--- config.mk ---
export PLATFORM = sky130hd
export DESIGN_NAME = mv_best_select
export DESIGN_NICKNAME = d
export VERILOG_FILES = /design/src/rtl/mv_best_select.sv
export SDC_FILE = /design/constraint.sdc
export NUM_CORES = 1
export LEC_CHECK = 0
export CAP_MARGIN = 20
export CORE_MARGIN = 4
export CORE_UTILIZATION = 60
export CTS_CLUSTER_DIAMETER = 30
export DETAILED_ROUTE_END_ITERATION = 12
export MAX_ROUTING_LAYER = met4
export PLACE_DENSITY_LB_ADDON = 0.3
export SKIP_LAST_GASP = 1
export SYNTH_ARGS = -nofsm -noshare
export SYNTH_HDL_FRONTEND = slang
export SYNTH_SLANG_ARGS = --single-unit
--- constraint.sdc ---
create_clock -name clk -period 6.75 [get_ports clk]
set_clock_uncertainty 0.05 [all_clocks]
set_input_delay 1.35 -clock clk [delete_from_list [all_inputs] [get_ports clk]]
set_output_delay 1.35 -clock clk [all_outputs]
set_load 0.02 [all_outputs]
--- src/rtl/mv_best_select.sv ---
// mv_best_select: picks the minimum-SAE motion vector from a serialised
// candidate stream (one search window per result). Ties on SAE are broken
// by the smaller |vx|+|vy|; equal distance keeps the earlier candidate.
module mv_best_select #(
  parameter int unsigned SAE_W    = 32,
  parameter int unsigned VEC_W    = 6,
  parameter int unsigned NUM_CAND = 961,
  parameter int unsigned CNT_W    = 10
) (
  input  logic             clk,
  input  logic             rst_n,
  input  logic             in_valid,
  output logic             in_ready,
  input  logic [SAE_W-1:0] in_sae,
  input  logic [VEC_W-1:0] in_vx,
  input  logic [VEC_W-1:0] in_vy,
  input  logic             in_last,
  output logic             out_valid,
  input  logic             out_ready,
  output logic [SAE_W-1:0] out_sae,
  output logic [VEC_W-1:0] out_vx,
  output logic [VEC_W-1:0] out_vy,
  output logic             out_err
);

  typedef enum logic {SCAN, HOLD} state_t;

  localparam logic [CNT_W:0] NUM_CAND_W = NUM_CAND[CNT_W:0];

  state_t           state;
  logic [SAE_W-1:0] bestSae;
  logic [VEC_W-1:0] bestVx;
  logic [VEC_W-1:0] bestVy;
  logic             first;
  logic [CNT_W-1:0] count;

  logic             accept;
  logic             take;
  logic [VEC_W:0]   distIn;
  logic [VEC_W:0]   distBest;
  logic [CNT_W:0]   countInc;
  logic [SAE_W-1:0] nextSae;
  logic [VEC_W-1:0] nextVx;
  logic [VEC_W-1:0] nextVy;

  // Magnitude of a signed offset, widened by one bit so the sum cannot wrap
  function automatic logic [VEC_W:0] absExt(input logic [VEC_W-1:0] v);
    logic [VEC_W:0] e;
    e = {v[VEC_W-1], v};
    return v[VEC_W-1] ? (~e + 1'b1) : e;
  endfunction

  // Candidate-vs-best comparison and the folded-in best values
  always_comb begin
    accept   = in_valid && in_ready;
    distIn   = absExt(in_vx) + absExt(in_vy);
    distBest = absExt(bestVx) + absExt(bestVy);
    countInc = {1'b0, count} + 1'b1;
    take     = first || (in_sae < bestSae) ||
               ((in_sae == bestSae) && (distIn < distBest));
    nextSae  = take ? in_sae : bestSae;
    nextVx   = take ? in_vx  : bestVx;
    nextVy   = take ? in_vy  : bestVy;
  end

  // Scan/hold control, best tracking and registered result outputs
  always_ff @(posedge clk or negedge rst_n) begin
    if (!rst_n) begin
      state     <= SCAN;
      in_ready  <= 1'b1;
      out_valid <= 1'b0;
      out_err   <= 1'b0;
      out_sae   <= '1;
      out_vx    <= '0;
      out_vy    <= '0;
      bestSae   <= '0;
      bestVx    <= '0;
      bestVy    <= '0;
      first     <= 1'b1;
      count     <= '0;
    end else begin
      case (state)
        SCAN: begin
          if (accept) begin
            bestSae <= nextSae;
            bestVx  <= nextVx;
            bestVy  <= nextVy;
            first   <= 1'b0;
            if (count != '1) count <= count + 1'b1;
            if (in_last) begin
              out_sae   <= nextSae;
              out_vx    <= nextVx;
              out_vy    <= nextVy;
              out_err   <= (countInc != NUM_CAND_W);
              out_valid <= 1'b1;
              in_ready  <= 1'b0;
              state     <= HOLD;
            end
          end
        end
        HOLD: begin
          if (out_ready) begin
            out_valid <= 1'b0;
            in_ready  <= 1'b1;
            bestSae   <= '0;
            bestVx    <= '0;
            bestVy    <= '0;
            first     <= 1'b1;
            count     <= '0;
            state     <= SCAN;
          end
        end
        default: state <= SCAN;
      endcase
    end
  end

endmodule
# Yosys cells after proc, flatten, opt, wreduce, memory -nomap -nowiden
# Index checks and enable logic that the tools add are counted.
totals:
  in_bits: 49
  wordCells: 75
  ff_bits: 103
classes:
  reduce_logical: 8
  bitwise: 5
  n_mux: 33
  n_eq_ne: 7
  add_sub_neg: 8
  magnitude_cmp: 2
ops:
  columns: ["cell", "n"]
  rows:
  - ["two-way mux 32 bit", 3]
  - ["one-hot mux 32 bit (2 select lines)", 1]
  - ["equality test 32 bit", 1]
  - ["< comparator 32 bit", 1]
  - ["two-way mux 10 bit", 3]
  - ["two-way mux 6 bit", 5]
  - ["adder 7 x 1 -> 7 bit (second input constant)", 4]
  - ["two-way mux 7 bit", 4]
  - ["inverter 7 bit", 4]
  - ["one-hot mux 6 bit (2 select lines)", 2]
  - ["one-hot mux 10 bit (2 select lines)", 1]
  - ["adder 7 bit", 2]
  - ["adder 10 x 1 -> 11 bit (second input constant)", 1]
  - ["!= test 11 x 10 -> 1 bit (second input constant)", 1]
  - ["adder 10 x 1 -> 10 bit (second input constant)", 1]
  - ["two-way mux 1 bit", 10]
  - ["!= test 10 bit (second input constant)", 1]
  - ["AND reduction 3 bit", 3]
  - ["!= test 2 bit (second input constant)", 4]
  - ["one-hot mux 1 bit (2 select lines)", 4]
  - ["< comparator 7 bit", 1]
  - ["logical AND 1 bit", 2]
  - ["logical OR 1 bit", 2]
  - ["AND reduction 2 bit", 1]
  - ["inverter 1 bit", 1]

# Logic depth before layout (Yosys ltp)
# Gate-level depths: netlist of the first run.
logic_depth:
  ltp_word: 10
  depth_mapped: 20

# Least setup slack after synthesis of the first run
# Ideal clock, no wire load.
synth_timing:
  path_type: "in2reg"
  from: "input port in_vx[0]"
  to: "register bestSae[10]"
  path_buffers: 2
  path_stages: 19
  setup_slack_ns: 2.285
  arrival_time_ns: 4.335
  path_cell_list: "inv_1 ha_1 nand2_1 o21ai_0 ha_1 a21o_1 a21oi_1 o21bai_1 a21oi_1 xnor2_1 ha_1 nand4_1 o31a_1 a31oi_1 a22oi_2 buf_12 nand2_8 buf_12 mux2i_1"
synth_between:
  elab_chain_cells: 10
synth_lines:
  columns: ["element", "line", "rtl"]
  rows:
  - ["start: declaration", "15", "input logic [VEC_W-1:0] in_vx,"]
  - ["inverter 7 bit", "50", "return v[VEC_W-1] ? (~e + 1'b1) : e;"]
  - ["adder 7 x 1 -> 7 bit", "50", null]
  - ["two-way mux 7 bit *", "50", null]
  - ["adder 7 bit *", "56", "distIn = absExt(in_vx) + absExt(in_vy);"]
  - ["< comparator 7 bit *", "60", "((in_sae == bestSae) && (distIn < distBest));"]
  - ["logical AND 1 bit *", "60", null]
  - ["logical OR 1 bit *", "59", "take = first || (in_sae < bestSae) ||"]
  - ["two-way mux 32 bit *", "61", "nextSae = take ? in_sae : bestSae;"]
  - ["two-way mux 32 bit *", "84", "if (accept) begin"]
  - ["one-hot mux 32 bit (2 select lines) *", "82", "case (state)"]
  - ["end signal: assignment", "85", "bestSae <= nextSae;"]
  - ["end: declaration", "31", "logic [SAE_W-1:0] bestSae;"]
# Mark *: on every way between the ends. The rest lies on a longest branch, timed or not. The select of a mux whose other input is x is not followed.
# A chain may end at the register's enable or synchronous reset.

# Worst setup path in the final report of the first run
layout_timing:
  from: "input port in_vx[0]"
  to: "register bestVy[3]"
layout_between:
  elab_chain_cells: 10
layout_lines:
  columns: ["element", "line", "rtl"]
  rows:
  - ["inverter 7 bit", "50", null]
  - ["adder 7 x 1 -> 7 bit", "50", null]
  - ["two-way mux 7 bit *", "50", null]
  - ["adder 7 bit *", "56", null]
  - ["< comparator 7 bit *", "60", null]
  - ["logical AND 1 bit *", "60", null]
  - ["logical OR 1 bit *", "59", null]
  - ["two-way mux 6 bit *", "63", "nextVy = take ? in_vy : bestVy;"]
  - ["two-way mux 6 bit *", "84", null]
  - ["one-hot mux 6 bit (2 select lines) *", "82", null]
  - ["end signal: assignment", "87", "bestVy <= nextVy;"]
  - ["end: declaration", "33", "logic [VEC_W-1:0] bestVy;"]
# Marked as above.

==> results.ini, run 1 <==
[run_status]
status=complete, no violations

[detailed_routing]
drt_pass1_iterations=4
post-route-drc-count=0
totalWireLength_um=14900
vias=5181
vias_per_cell=5.58
final_antenna_violating_net_count=0
drtIter0Drc=255
avgRoutedWirePerCell_um=16.0

[cts]
ctsLongestPathBuffers=2
tritoncts=yes
cts_resized=0
clk_latency_ns=0.39
cts_hold_buffers=0
cts-htree-levels=3
root_buffer=clkbuf_8
cts_setup_buffers=0
worst_setup_hold_path_clk_slew_ns=0.10
cts_inserted_buffers=9
clock_sinks=103

[cells_and_area]
layout-drive-gt1-share_pct=8.75
finalNetCount=891
synthToLayoutAreaGrowth_pct=17.5
area.sequential_sq_mm=0.00262
filler_cell_count=818
utilization_pct=71.9
multi_input_logic_area_sq_mm=0.00341
antenna_cells=0

[critical_path]
timing.critical_path.required_ns=7.00
timing.rr.end=bestVy[3]$_DFFE_PN0P_
minimum_setup_slack_among_reg_to_reg_paths_ns=2.29
critical_path_class=primary input to flip-flop
critPathCaptureType=flip-flop
rr_worst_depth=18
cp_data_arrival_time_ns=5.75
cpPeakStageDelay_ns=0.56
critPathLaunchType=primary input
timing.rr.start=bestVx[0]$_DFFE_PN0P_
slowest_stage=clkdlybuf4s50_1
cpMostUsedCell=ha_1
cp_cell_sequence=clkdlybuf4s50_1 -> inv_1 -> ha_1 -> nand2_1 -> o21ai_0 -> ha_1 -> a21o_1 -> a21oi_1 -> o21bai_1 -> a21oi_1 -> xnor2_1 -> ha_1 -> nor2b_1 -> o21ai_0 -> a31oi_1 -> a22oi_2 -> buf_4 -> nand2_8 -> mux2i_1
cp_max_fo=44

[hold_path]
worstHoldPathType=flip-flop to flip-flop
holdCritStartpoint=out_err$_DFFE_PN0P_
timing.hold.worst_endpoint=out_err$_DFFE_PN0P_
min_path_cells=2

[power]
power.internal_mw=2.07
net-switching-power_mw=1.48
p_per_area_mw_per_mm2=456
leakage_nw=4.00
clock_power_share_pct=12.7
seq_power_share_pct=32.9
switching_share_pct=41.6
worst_ir_drop_vdd_mv=0.219
power.share.combinational_pct=54.4

[sta]
final.setup.tns_ns=0
max_slew_margin_pct=41.9
timing.final.crit_period_ns=5.50
worstMarginPinSlew_ns=0.869
min_period_over_period_pct=81.5
grt_setup_unrepaired=no
achievable-frequency_ghz=0.182
timing.final.setup_violations=0
finalHoldViolCount=0
drv_slew=0

[place]
port_buffers=95
finalWeightedCongestion=0.917
dpl.hpwl_um=10800

[run]
maxCapViolCount=0

[synth]
ys_top_cells_by_area=dfrtp_1, dfstp_2, mux2i_1
synth_warnings=0
number_of_flip_flops_and_latches_in_the_synthesized_netlist=103
post-synth-top-count-cell=inv_1
syn-instance-count=700
synth-seq-area-share_pct=39.5
synth_edf_count=0
ys.flop_type=dfrtp_1
netlist_area_sq_mm=0.00664
synthDistinctLibCells=45
syn_area_per_cell_sq_um=9.48
netlist_top_cells_count=inv_1, mux2i_1, dfrtp_1, nand2_1, nor2_1
post-synth-top-area-cell=dfrtp_1
syn_nets=807
share_of_async_settable_or_async_resettable_flops_after_synthesis_pct=100
post-synth-top-area-fraction_pct=26.0

[die]
num_io_pins=96
floorplan.initialDensity_pct=61.2
core.rowCount=38
die_width_um=113
floorplan.core_area_sq_mm=0.0108
die_height_um=113
dieArea_sq_mm=0.0128

[global_route]
first_global_vias=5436
gr_ovfl_total=0
grt_antenna_before_repair=0
grt_use_total_pct=25.1
global_route_wire_length_before_repair_um=25700
grt_start_max_net_pins=89

==> layout make-up <==
type	count	share of cell area, %
clock buffer	11	1.94
clock inverter	5	1.01
multi-input combinational	475	43.7
tap	140	2.25
sequential	103	33.6
timing repair buffer	101	13.0
inverter	94	4.53
==> worst max path at each step <==
stage | start | end | depth (start not counted)
6_report | in_vx[0] | bestVy[3]$_DFFE_PN0P_ | 19
3_3_place_gp | in_vx[0] | bestSae[25]$_DFFE_PN0P_ | 19
5_1_grt | in_vx[0] | bestSae[28]$_DFFE_PN0P_ | 19
2_1_floorplan | in_vx[0] | bestSae[10]$_DFFE_PN0P_ | 19
3_5_place_dp | in_vx[0] | bestSae[21]$_DFFE_PN0P_ | 19
4_1_cts | in_vx[0] | bestSae[25]$_DFFE_PN0P_ | 19
==> metal layers <==
layer  up-vias  part of all wire, %  GRT usage [%]
met5         -                    0              -
met4         0                  2.1           8.97
met3        28                  3.7           3.42
met2       113                   50           41.2
met1      2514                   44           32.1
li1       2526                    -              -
==> stage by stage <==
step	setup WS, ns	hold slack (ns)	total power [mW]	area (sq um)	cells
final	1.25	0.445	3.55	7800	929
after global routing	0.989	0.463	3.84	7800	929
after CTS	1.31	0.446	3.57	7770	928
after detailed placement	0.891	0.426	3.10	7540	912
after global placement	1.13	0.415	3.00	7540	912
after floorplan	2.29	0.433	2.56	6640	700
==> critical path, delay by kind of cell <==
kind / cells / cell delay [ns]
adder cells (fa/ha/maj): 3 / 0.87
buffers and inverters: 3 / 1.11
AND/OR/NAND/NOR: 3 / 0.56
XOR/XNOR: 1 / 0.15
AO/OA/AOI/OAI: 8 / 1.40
multiplexers: 1 / 0.28
==> kinds of logic after synthesis <==
group | synth area share [%]
compound gates | 10.7
flops | 39.5
mux | 13.3
fa+ha+maj | 11.2
simple gates | 13.0
buf+inv | 9.24
xor+xnor | 3.17
==> flip-flops by register name (all words and copies together), names as in the netlist, 6 cells and up <==
name / flops
bestSae: 32
out_vx: 6
bestVx: 6
out_sae: 32
out_vy: 6
bestVy: 6
count: 10
==> cells in the final DEF (no fill, tap or decap), types with 4 or more instances in the layout <==
cell type,n
nand2_1,69
mux2i_1,88
xor2_1,5
a21oi_1,63
o21ai_0,10
clkbuf_8,11
a31oi_1,4
clkdlybuf4s50_1,94
buf_4,6
nand3_1,8
nand4_1,9
dfrtp_1,69
o31ai_1,6
o21ai_1,15
a211oi_1,5
and3_1,5
inv_1,93
o21bai_1,4
xnor2_1,19
a21o_1,6
nand2b_1,7
ha_1,56
nor2_1,64
dfstp_2,34
==> power groups by stage <==
stage | combinational (mW) | sequential, mW | clock [mW]
after floorplan | 1.25 | 1.31 | 0
after global placement | 1.84 | 1.16 | 0
after detailed placement | 1.93 | 1.18 | 0
after CTS | 1.94 | 1.17 | 0.455
after global routing | 2.15 | 1.21 | 0.478
final | 1.93 | 1.17 | 0.451
No activity file was read; power rests on OpenSTA's default activity.
==> run 2, diff against run 1 <==
--- a/config.mk
+++ b/config.mk
@@ -7,7 +7,7 @@
 export LEC_CHECK = 0
 export CAP_MARGIN = 20
 export CORE_MARGIN = 4
-export CORE_UTILIZATION = 60
+export CORE_UTILIZATION = 55
 export CTS_CLUSTER_DIAMETER = 30
 export DETAILED_ROUTE_END_ITERATION = 12
 export MAX_ROUTING_LAYER = met4
==> constraint.sdc (replaced) <==
create_clock -name clk -period 5.6 [get_ports clk]
set_clock_uncertainty 0.05 [all_clocks]
set_input_delay 1.12 -clock clk [delete_from_list [all_inputs] [get_ports clk]]
set_output_delay 1.12 -clock clk [all_outputs]
set_load 0.02 [all_outputs]
==> results.ini, run 2 (synthesized netlist as in run 1, its figures left out) <==
[run_status]
status=complete, no violations

[sta]
min_period_over_period_pct=89.9
final.setup.tns_ns=0  ; unchanged
setup_ws_ns=0.564  ; -0.682 ns
achievable-frequency_ghz=0.199
drv_slew=0  ; unchanged
grt_setup_unrepaired=no
worstMarginPinSlew_ns=0.964  ; +0.0951 ns
timing.final.setup_violations=0  ; unchanged
max_slew_margin_pct=35.6  ; -6.4 points
timing.final.crit_period_ns=5.04
finalHoldViolCount=0  ; unchanged

[cts]
cts_hold_buffers=0  ; unchanged
tritoncts=yes
cts_inserted_buffers=9  ; unchanged
cts_resized=0  ; unchanged
clock_sinks=103  ; unchanged
worst_setup_hold_path_clk_slew_ns=0.07  ; -0.03 ns
root_buffer=clkbuf_16
cts-htree-levels=3  ; unchanged
clk_latency_ns=0.36  ; -0.03 ns
ctsLongestPathBuffers=2  ; unchanged
cts_setup_buffers=0  ; unchanged

[critical_path]
cp_data_arrival_time_ns=5.25  ; -0.50 ns
critPathLaunchType=primary input
setup.worst_path.start=in_vx[0]
timing.rr.end=bestVy[4]$_DFFE_PN0P_
critical_path_class=primary input to flip-flop
rr_worst_depth=18  ; unchanged
timing.critical_path.required_ns=5.82  ; -1.18 ns
timing.rr.start=bestVy[0]$_DFFE_PN0P_
cp_max_fo=44  ; unchanged
critPathCaptureType=flip-flop
minimum_setup_slack_among_reg_to_reg_paths_ns=1.45  ; -0.84 ns

[global_route]
grt_start_max_net_pins=65  ; -27%
grt_antenna_before_repair=0  ; unchanged
grt_use_total_pct=23.0  ; -2.1 points
global_route_wire_length_before_repair_um=25600  ; -0.11%
first_global_vias=5467  ; +0.57%
gr_ovfl_total=0  ; unchanged

[die]
floorplan.core_area_sq_mm=0.0116  ; +7.1%
die_width_um=118  ; +4.1%
num_io_pins=96  ; unchanged
floorplan.initialDensity_pct=57.2  ; -4.1 points
die_height_um=118  ; +4.1%
dieArea_sq_mm=0.0139  ; +8.4%
core.rowCount=39  ; +2.6%

[detailed_routing]
totalWireLength_um=14800  ; -0.70%
drtIter0Drc=269  ; +5.5%
drt_pass1_iterations=5  ; +1
avgRoutedWirePerCell_um=15.9  ; -1.0%
final_antenna_violating_net_count=0  ; unchanged
vias=5133  ; -0.93%
post-route-drc-count=0  ; unchanged
vias_per_cell=5.51  ; -1.2%

[run]
maxCapViolCount=0  ; unchanged

[place]
finalWeightedCongestion=0.897  ; -2.2%
place_worst_setup_slack_ns=0.218  ; -0.673 ns
dpl.hpwl_um=10900  ; +0.29%
port_buffers=95  ; unchanged

[hold_path]
holdCritStartpoint=in_ready$_DFFE_PN1P_
min_path_cells=2  ; unchanged
timing.hold.worst_endpoint=in_ready$_DFFE_PN1P_
worstHoldPathType=flip-flop to flip-flop

[cells_and_area]
finalNetCount=891  ; unchanged
filler_cell_count=950  ; +16%
layout_common_cells=clkdlybuf4s50_1, inv_1, mux2i_1, nand2_1, dfrtp_1
layout_commonest_cell=clkdlybuf4s50_1
layout-drive-gt1-share_pct=8.37  ; -0.38 points
reg.largest.list=bestSae (32), out_sae (32), count (10)
synthToLayoutAreaGrowth_pct=18.2
antenna_cells=0  ; unchanged

[power]
power.total_mw=4.31  ; +21%
p_per_area_mw_per_mm2=550  ; +21%
worst_ir_drop_vdd_mv=0.289  ; +32%
leakage_nw=4.01  ; +0.31%

run 2: cell types whose count changed in the layout (fill, tap and decap cells not counted), sizes merged:
| cell | before | now |
|---|---|---|
| clkinvlp | 0 | 1 |
| inv | 95 | 94 |
| clkinv | 2 | 3 |
| bufinv | 2 | 0 |
| clkbuf | 11 | 12 |
run 2: layer usage:
| metal | track usage, % | up-vias | routed length (um) |
|---|---|---|---|
| met5 | - | - | 0 |
| met4 | 7.25 | 0 | 213 |
| met3 | 3.17 | 15 | 511 |
| met2 | 37.7 | 109 | 7300 |
| met1 | 29.8 | 2495 | 6770 |
| li1 | - | 2514 | - |
run 2: how the worst max path moves through the flow:
stage / endpoint / slack, ns
finish: bestVy[4]$_DFFE_PN0P_ / 0.56
global route: bestVx[1]$_DFFE_PN0P_ / 0.23
CTS: bestVx[1]$_DFFE_PN0P_ / 0.59
detailed placement: bestSae[25]$_DFFE_PN0P_ / 0.22
global placement: bestSae[23]$_DFFE_PN0P_ / 0.35
floorplan: bestSae[10]$_DFFE_PN0P_ / 1.37
run 2: per-stage QoR:
stage	util [%]	cells	area, sq um	hold WS (ns)
after detailed placement	65.2	915	7570	0.416
final	67.6	932	7850	0.425
after global placement	65.2	915	7570	0.411
after global routing	67.6	932	7850	0.467
after floorplan	-	700	6640	0.433
after CTS	67.4	931	7830	0.426
run 2: layout make-up:
type	count	area (sq um)	area share (%)
inverters	94	353	4.50
multi-input cells	475	3410	43.4
clock inverters	4	22.5	0.287
well taps	143	179	2.28
clock buffers	12	236	3.01
flip-flops and latches	103	2620	33.4
repair buffers	101	1030	13.1
run 2: worst max-delay path, stage by stage:
cell             delay (ns)
clkdlybuf4s50_1        0.54
inv_1                  0.10
ha_1                   0.30
nand2_1                0.06
o21ai_0                0.12
ha_1                   0.32
a21o_1                 0.18
a21oi_1                0.22
o21bai_1               0.09
a21oi_1                0.18
xnor2_1                0.14
ha_1                   0.26
nor2b_1                0.13
o21ai_0                0.22
a31oi_1                0.14
a22oi_2                0.30
buf_12                 0.23
nand2_8                0.30
mux2i_1                0.28
run 2: where the power goes:
| group | internal [mW] | switching, mW |
|---|---|---|
| logic | 1.09 | 1.24 |
| clock network | 0.300 | 0.277 |
| registers | 1.16 | 0.250 |
| total | 2.54 | 1.77 |
==> run 3, diff against run 2 <==
--- a/config.mk
+++ b/config.mk
@@ -13,6 +13,7 @@
 export MAX_ROUTING_LAYER = met4
 export PLACE_DENSITY_LB_ADDON = 0.3
 export SKIP_LAST_GASP = 1
+export SLEW_MARGIN = 5
 export SYNTH_ARGS = -nofsm -noshare
 export SYNTH_HDL_FRONTEND = slang
 export SYNTH_SLANG_ARGS = --single-unit
==> results of run 3 <==
Final layout, timing and power as in run 2 (identical DEF).
==> RTL change 1 (flow settings as in run 3) <==
The parameter `VEC_W` goes from 6 to 3.
--- a/src/rtl/mv_best_select.sv
+++ b/src/rtl/mv_best_select.sv
@@ -4,5 +4,5 @@
 module mv_best_select #(
   parameter int unsigned SAE_W    = 32,
-  parameter int unsigned VEC_W    = 6,
+  parameter int unsigned VEC_W    = 3,
   parameter int unsigned NUM_CAND = 961,
   parameter int unsigned CNT_W    = 10
Interface: changed (resized in_vx, in_vy, out_vx and out_vy); port bits go from 96 to 84. No check against the original RTL was run, so the function may have changed too.
==> RTL change 1 against run 3 <==
Synthesized area down 12%; wire length fell by 3.3%; highest routed layer unchanged; power shrank 23%; final area down 12%; final cell count fell by 10%; sequential cell count down 12; worst setup slack better by 0.36 ns.
==> RTL change 1: results (changes against run 3) <==
grt:
  grt_max_degree: 62  # -4.6%
  grtUsageTotal: 0.246  # +0.0156
  grt_pass1_vias: 5054  # -7.6%
  grt_pass1_wl_mm: 24.4  # -4.7%
  use_met3: 0.0497  # +0.0180
  met1_usage: 0.312  # +0.0137
  grt_util_met2: 0.399  # +0.0220
finish:
  n_antenna_cell: 0  # unchanged
  nets: 790  # -11%
  fillers: 827  # -13%
worst_hold_path:
  hold_start: "first$_DFFE_PN1P_"
  hold_path_end: "first$_DFFE_PN1P_"
power:
  p_int_mw: 1.91  # -25%
  p_comb_frac: 0.507  # -0.034
  p_switching_mw: 1.41  # -20%
  peakVddDrop_v: 0.000233  # -20%
  p_clk_uw: 441  # -23%
sta:
  finalHoldWorstSlack_ns: 0.434  # +0.00923 ns
  maxSlewHeadroom: 0.470  # +0.114
drt:
  drt-met1-wl_mm: 6.38  # -5.7%
  drt_wl_total_mm: 14.3  # -3.3%
  post_drt_wl_per_cell_um: 17.1  # +7.6%
  vias_per_cell: 5.87  # +6.6%
  dr.first_iter.drc_count: 302  # +12%
  met3_length_um: 669  # +31%
synthesis:
  synthMuxAreaShare: 0.0653  # -0.0675
  synth_fa_ha_area_frac: 0.108  # -0.00384
  synth.top_cells.by_count: "136 x nand2_1, 83 x inv_1, 57 x dfrtp_1, 47 x ha_1"
  syn_avg_cell_area_um2: 9.22  # -2.7%
  syn-num-nets: 724  # -10%
  synth_cell_types: 47  # +4.4%
  yosysSeqAreaShare: 0.398  # +0.00322
  yosys-top-cells-area: "dfrtp_1 24%, dfstp_2 15%, ha_1 10%"
place:
  place_area_um2: 6740  # -11%
  port_buffers: 83  # -13%
  place_congestion: 0.802  # -11%
  dp_cells: 823  # -10%
critical_path:
  ff2ff_path_depth: 13  # -5
  reg2reg_to: "out_vx[0]$_DFFE_PN0P_"
  rrSetupSlack_ns: 1.80  # +0.35 ns
  slowest_stage: "fa_1"
status:
  status: "finished clean"
clock_network:
  root_buffer: "clkbuf_8"
  path_clk_slew_ns: 0.09  # +0.02 ns
[RTL change 1: layout make-up]
class	count	area (µm²)	share of cell area
well taps	136	170	0.0246
clock buffers	12	135	0.0195
inverters	83	312	0.0451
clock inverters	3	42.5	0.00615
multi-input cells	420	3010	0.435
flip-flops and latches	91	2320	0.336
repair buffers	93	928	0.134
[RTL change 1: worst max-delay path by stage]
stage / depth (start not counted) / endpoint / from / slack, ns
6_report: 15 / out_vx[0]$_DFFE_PN0P_ / in_vx[0] / 0.92
5_1_grt: 15 / out_vx[0]$_DFFE_PN0P_ / in_vx[0] / 0.76
4_1_cts: 15 / out_vx[0]$_DFFE_PN0P_ / in_vx[0] / 0.95
3_5_place_dp: 15 / out_vx[0]$_DFFE_PN0P_ / in_vx[0] / 0.55
3_3_place_gp: 15 / out_vx[0]$_DFFE_PN0P_ / in_vx[0] / 0.76
2_1_floorplan: 15 / bestSae[16]$_DFFE_PN0P_ / in_vx[0] / 1.75
==> RTL change 2 (settings of run 3) <==
Made on the original files. Reset style: synchronous (`rst_n`), changed in one clocked block.
--- a/src/rtl/mv_best_select.sv
+++ b/src/rtl/mv_best_select.sv
@@ -65,5 +65,5 @@
 
   // Scan/hold control, best tracking and registered result outputs
-  always_ff @(posedge clk or negedge rst_n) begin
+  always_ff @(posedge clk) begin
     if (!rst_n) begin
       state     <= SCAN;
Behaviour: differs if rst_n is asserted again (counterexample within 4 cycles, from zero or initial values and one cycle with rst_n low); with rst_n held inactive, the same outputs for 4 cycles.
==> RTL change 2 against run 3 <==
Final area fell by 12%; synthesized area fell by 13%; critical endpoint is now out_vx[0]$_SDFFE_PN0P_; critical path depth is 1 higher; non-clock buffer count up 2; wire length shrank 4.4%; sequential cell count unchanged; worst setup slack better by 0.059 ns; global-route usage grew 0.34 points; synthesized cell count decreased by 8.7%; fmax rose by 1.2%.
Power is not compared: it rests on default switching activity, and its combinational part moved more than twofold at a synthesized area within 25%.
==> RTL change 2: results (changes against run 3) <==
grt:
  grtUsageTotal: 0.234  # +0.00338
  grt_pass1_wl_mm: 23.8  # -7.2%
  grt_max_degree: 65  # unchanged
  grt_pass1_vias: 5081  # -7.1%
critical_path:
  ff2ff_path_depth: 19  # +1
  startpoint: "in_vy[0]"
  reg2reg_from: "bestVx[0]$_SDFFE_PN0P_"
  reg2reg_to: "out_vx[0]$_SDFFE_PN0P_"
  rrSetupSlack_ns: 1.30  # -0.15 ns
  arrival_ns: 5.15  # -0.10 ns
  critPathMaxStageDelay_ns: 0.60  # +0.06 ns
worst_hold_path:
  hold_path_end: "out_valid$_SDFFE_PN0P_"
  min-delay-path-class: "reg2reg"
  hold_start: "out_valid$_SDFFE_PN0P_"
  whs_path_depth: 2  # unchanged
clock_network:
  root_buffer: "clkbuf_8"
  path_clk_slew_ns: 0.10  # +0.03 ns
place:
  place_area_um2: 6710  # -11%
  place_ws_ns: 0.239  # +0.0210 ns
  place_congestion: 0.898  # about the same
  dpl.hpwl_mm: 10.2  # -5.7%
sta:
  finalHoldWorstSlack_ns: 0.413  # -0.0115 ns
  maxSlewHeadroom: 0.473  # +0.117
  fin_crit_sh: 0.889  # -0.0105
synthesis:
  yosys-top-cells-area: "dfxtp_1 36%, ha_1 12%, a22o_1 6.7%"
  synth_cell_types: 48  # +6.7%
  yosysSeqAreaShare: 0.357  # -0.0376
  async_flop_share: 0  # -1.00
  synth.top_cells.by_count: "103 x dfxtp_1, 56 x ha_1, 54 x inv_1, 46 x o21ai_0, 44 x a22o_1"
  syn-num-nets: 746  # -7.6%
drt:
  dr.first_iter.drc_count: 317  # +18%
  drt_wl_total_mm: 14.1  # -4.4%
  vias_per_cell: 6.03  # +9.4%
finish:
  drive_above_1_share: 0.0444  # -0.0393
  nets: 823  # -7.6%
  reg.largest.list: "bestSae x32, out_sae x32, count x10"
status:
  status: "finished clean"
flow_run:
  maxCapViolCount: 0  # unchanged
[RTL change 2: cell count changes in the layout (fill, tap and decap cells not counted), sizes merged, moves of 39 or more]
cell / delta
o21ai: +39
mux2i: -76
nor2: -42
a22o: +44
dfrtp: -69
dfxtp: +103
[RTL change 2: per-layer routing]
metal / wire length, µm / vias to the layer above / global-route usage / part of all wire
li1: - / 2541 / - / -
met1: 6200 / 2452 / 0.285 / 0.44
met2: 6810 / 151 / 0.386 / 0.48
met3: 924 / 20 / 0.0586 / 0.065
met4: 208 / 0 / 0.0624 / 0.015
met5: 0 / - / - / 0
[RTL change 2: cell type report]
type	count	area (µm²)
Clock buffer	10	138
Clock inverter	6	43.8
Fill cell	870	3360
Inverter	54	203
Multi-Input combinational cell	445	3280
Sequential cell	103	2060
Tap cell	136	170
Timing Repair Buffer	103	1020
[RTL change 2: where the power goes]
part,total [mW],internal [mW],switching (mW)
Combinational,0.616,0.295,0.321
Sequential,0.883,0.814,0.0689
Clock,0.449,0.178,0.272
[RTL change 2: kinds of logic after synthesis]
group,count (synthesis),share of synthesized area
flops,103,0.357
compound gates,247,0.289
buf+inv,91,0.0769
xor+xnor,24,0.0364
simple gates,104,0.0917
mux,12,0.0208
fa+ha+maj,58,0.128
[RTL change 2: tightest hold or removal path: stages (launching register included)]
cell     delay (ns)
dfxtp_1        0.32
nand2_1        0.05
a21oi_1        0.05
[RTL change 2: through the flow]
| step | power, mW | std cells |
|---|---|---|
| finish | 1.95 | 857 |
| global route | 2.06 | 857 |
| CTS | 1.95 | 855 |
| detailed placement | 1.51 | 839 |
| global placement | 1.48 | 839 |
| floorplan | 1.28 | 639 |
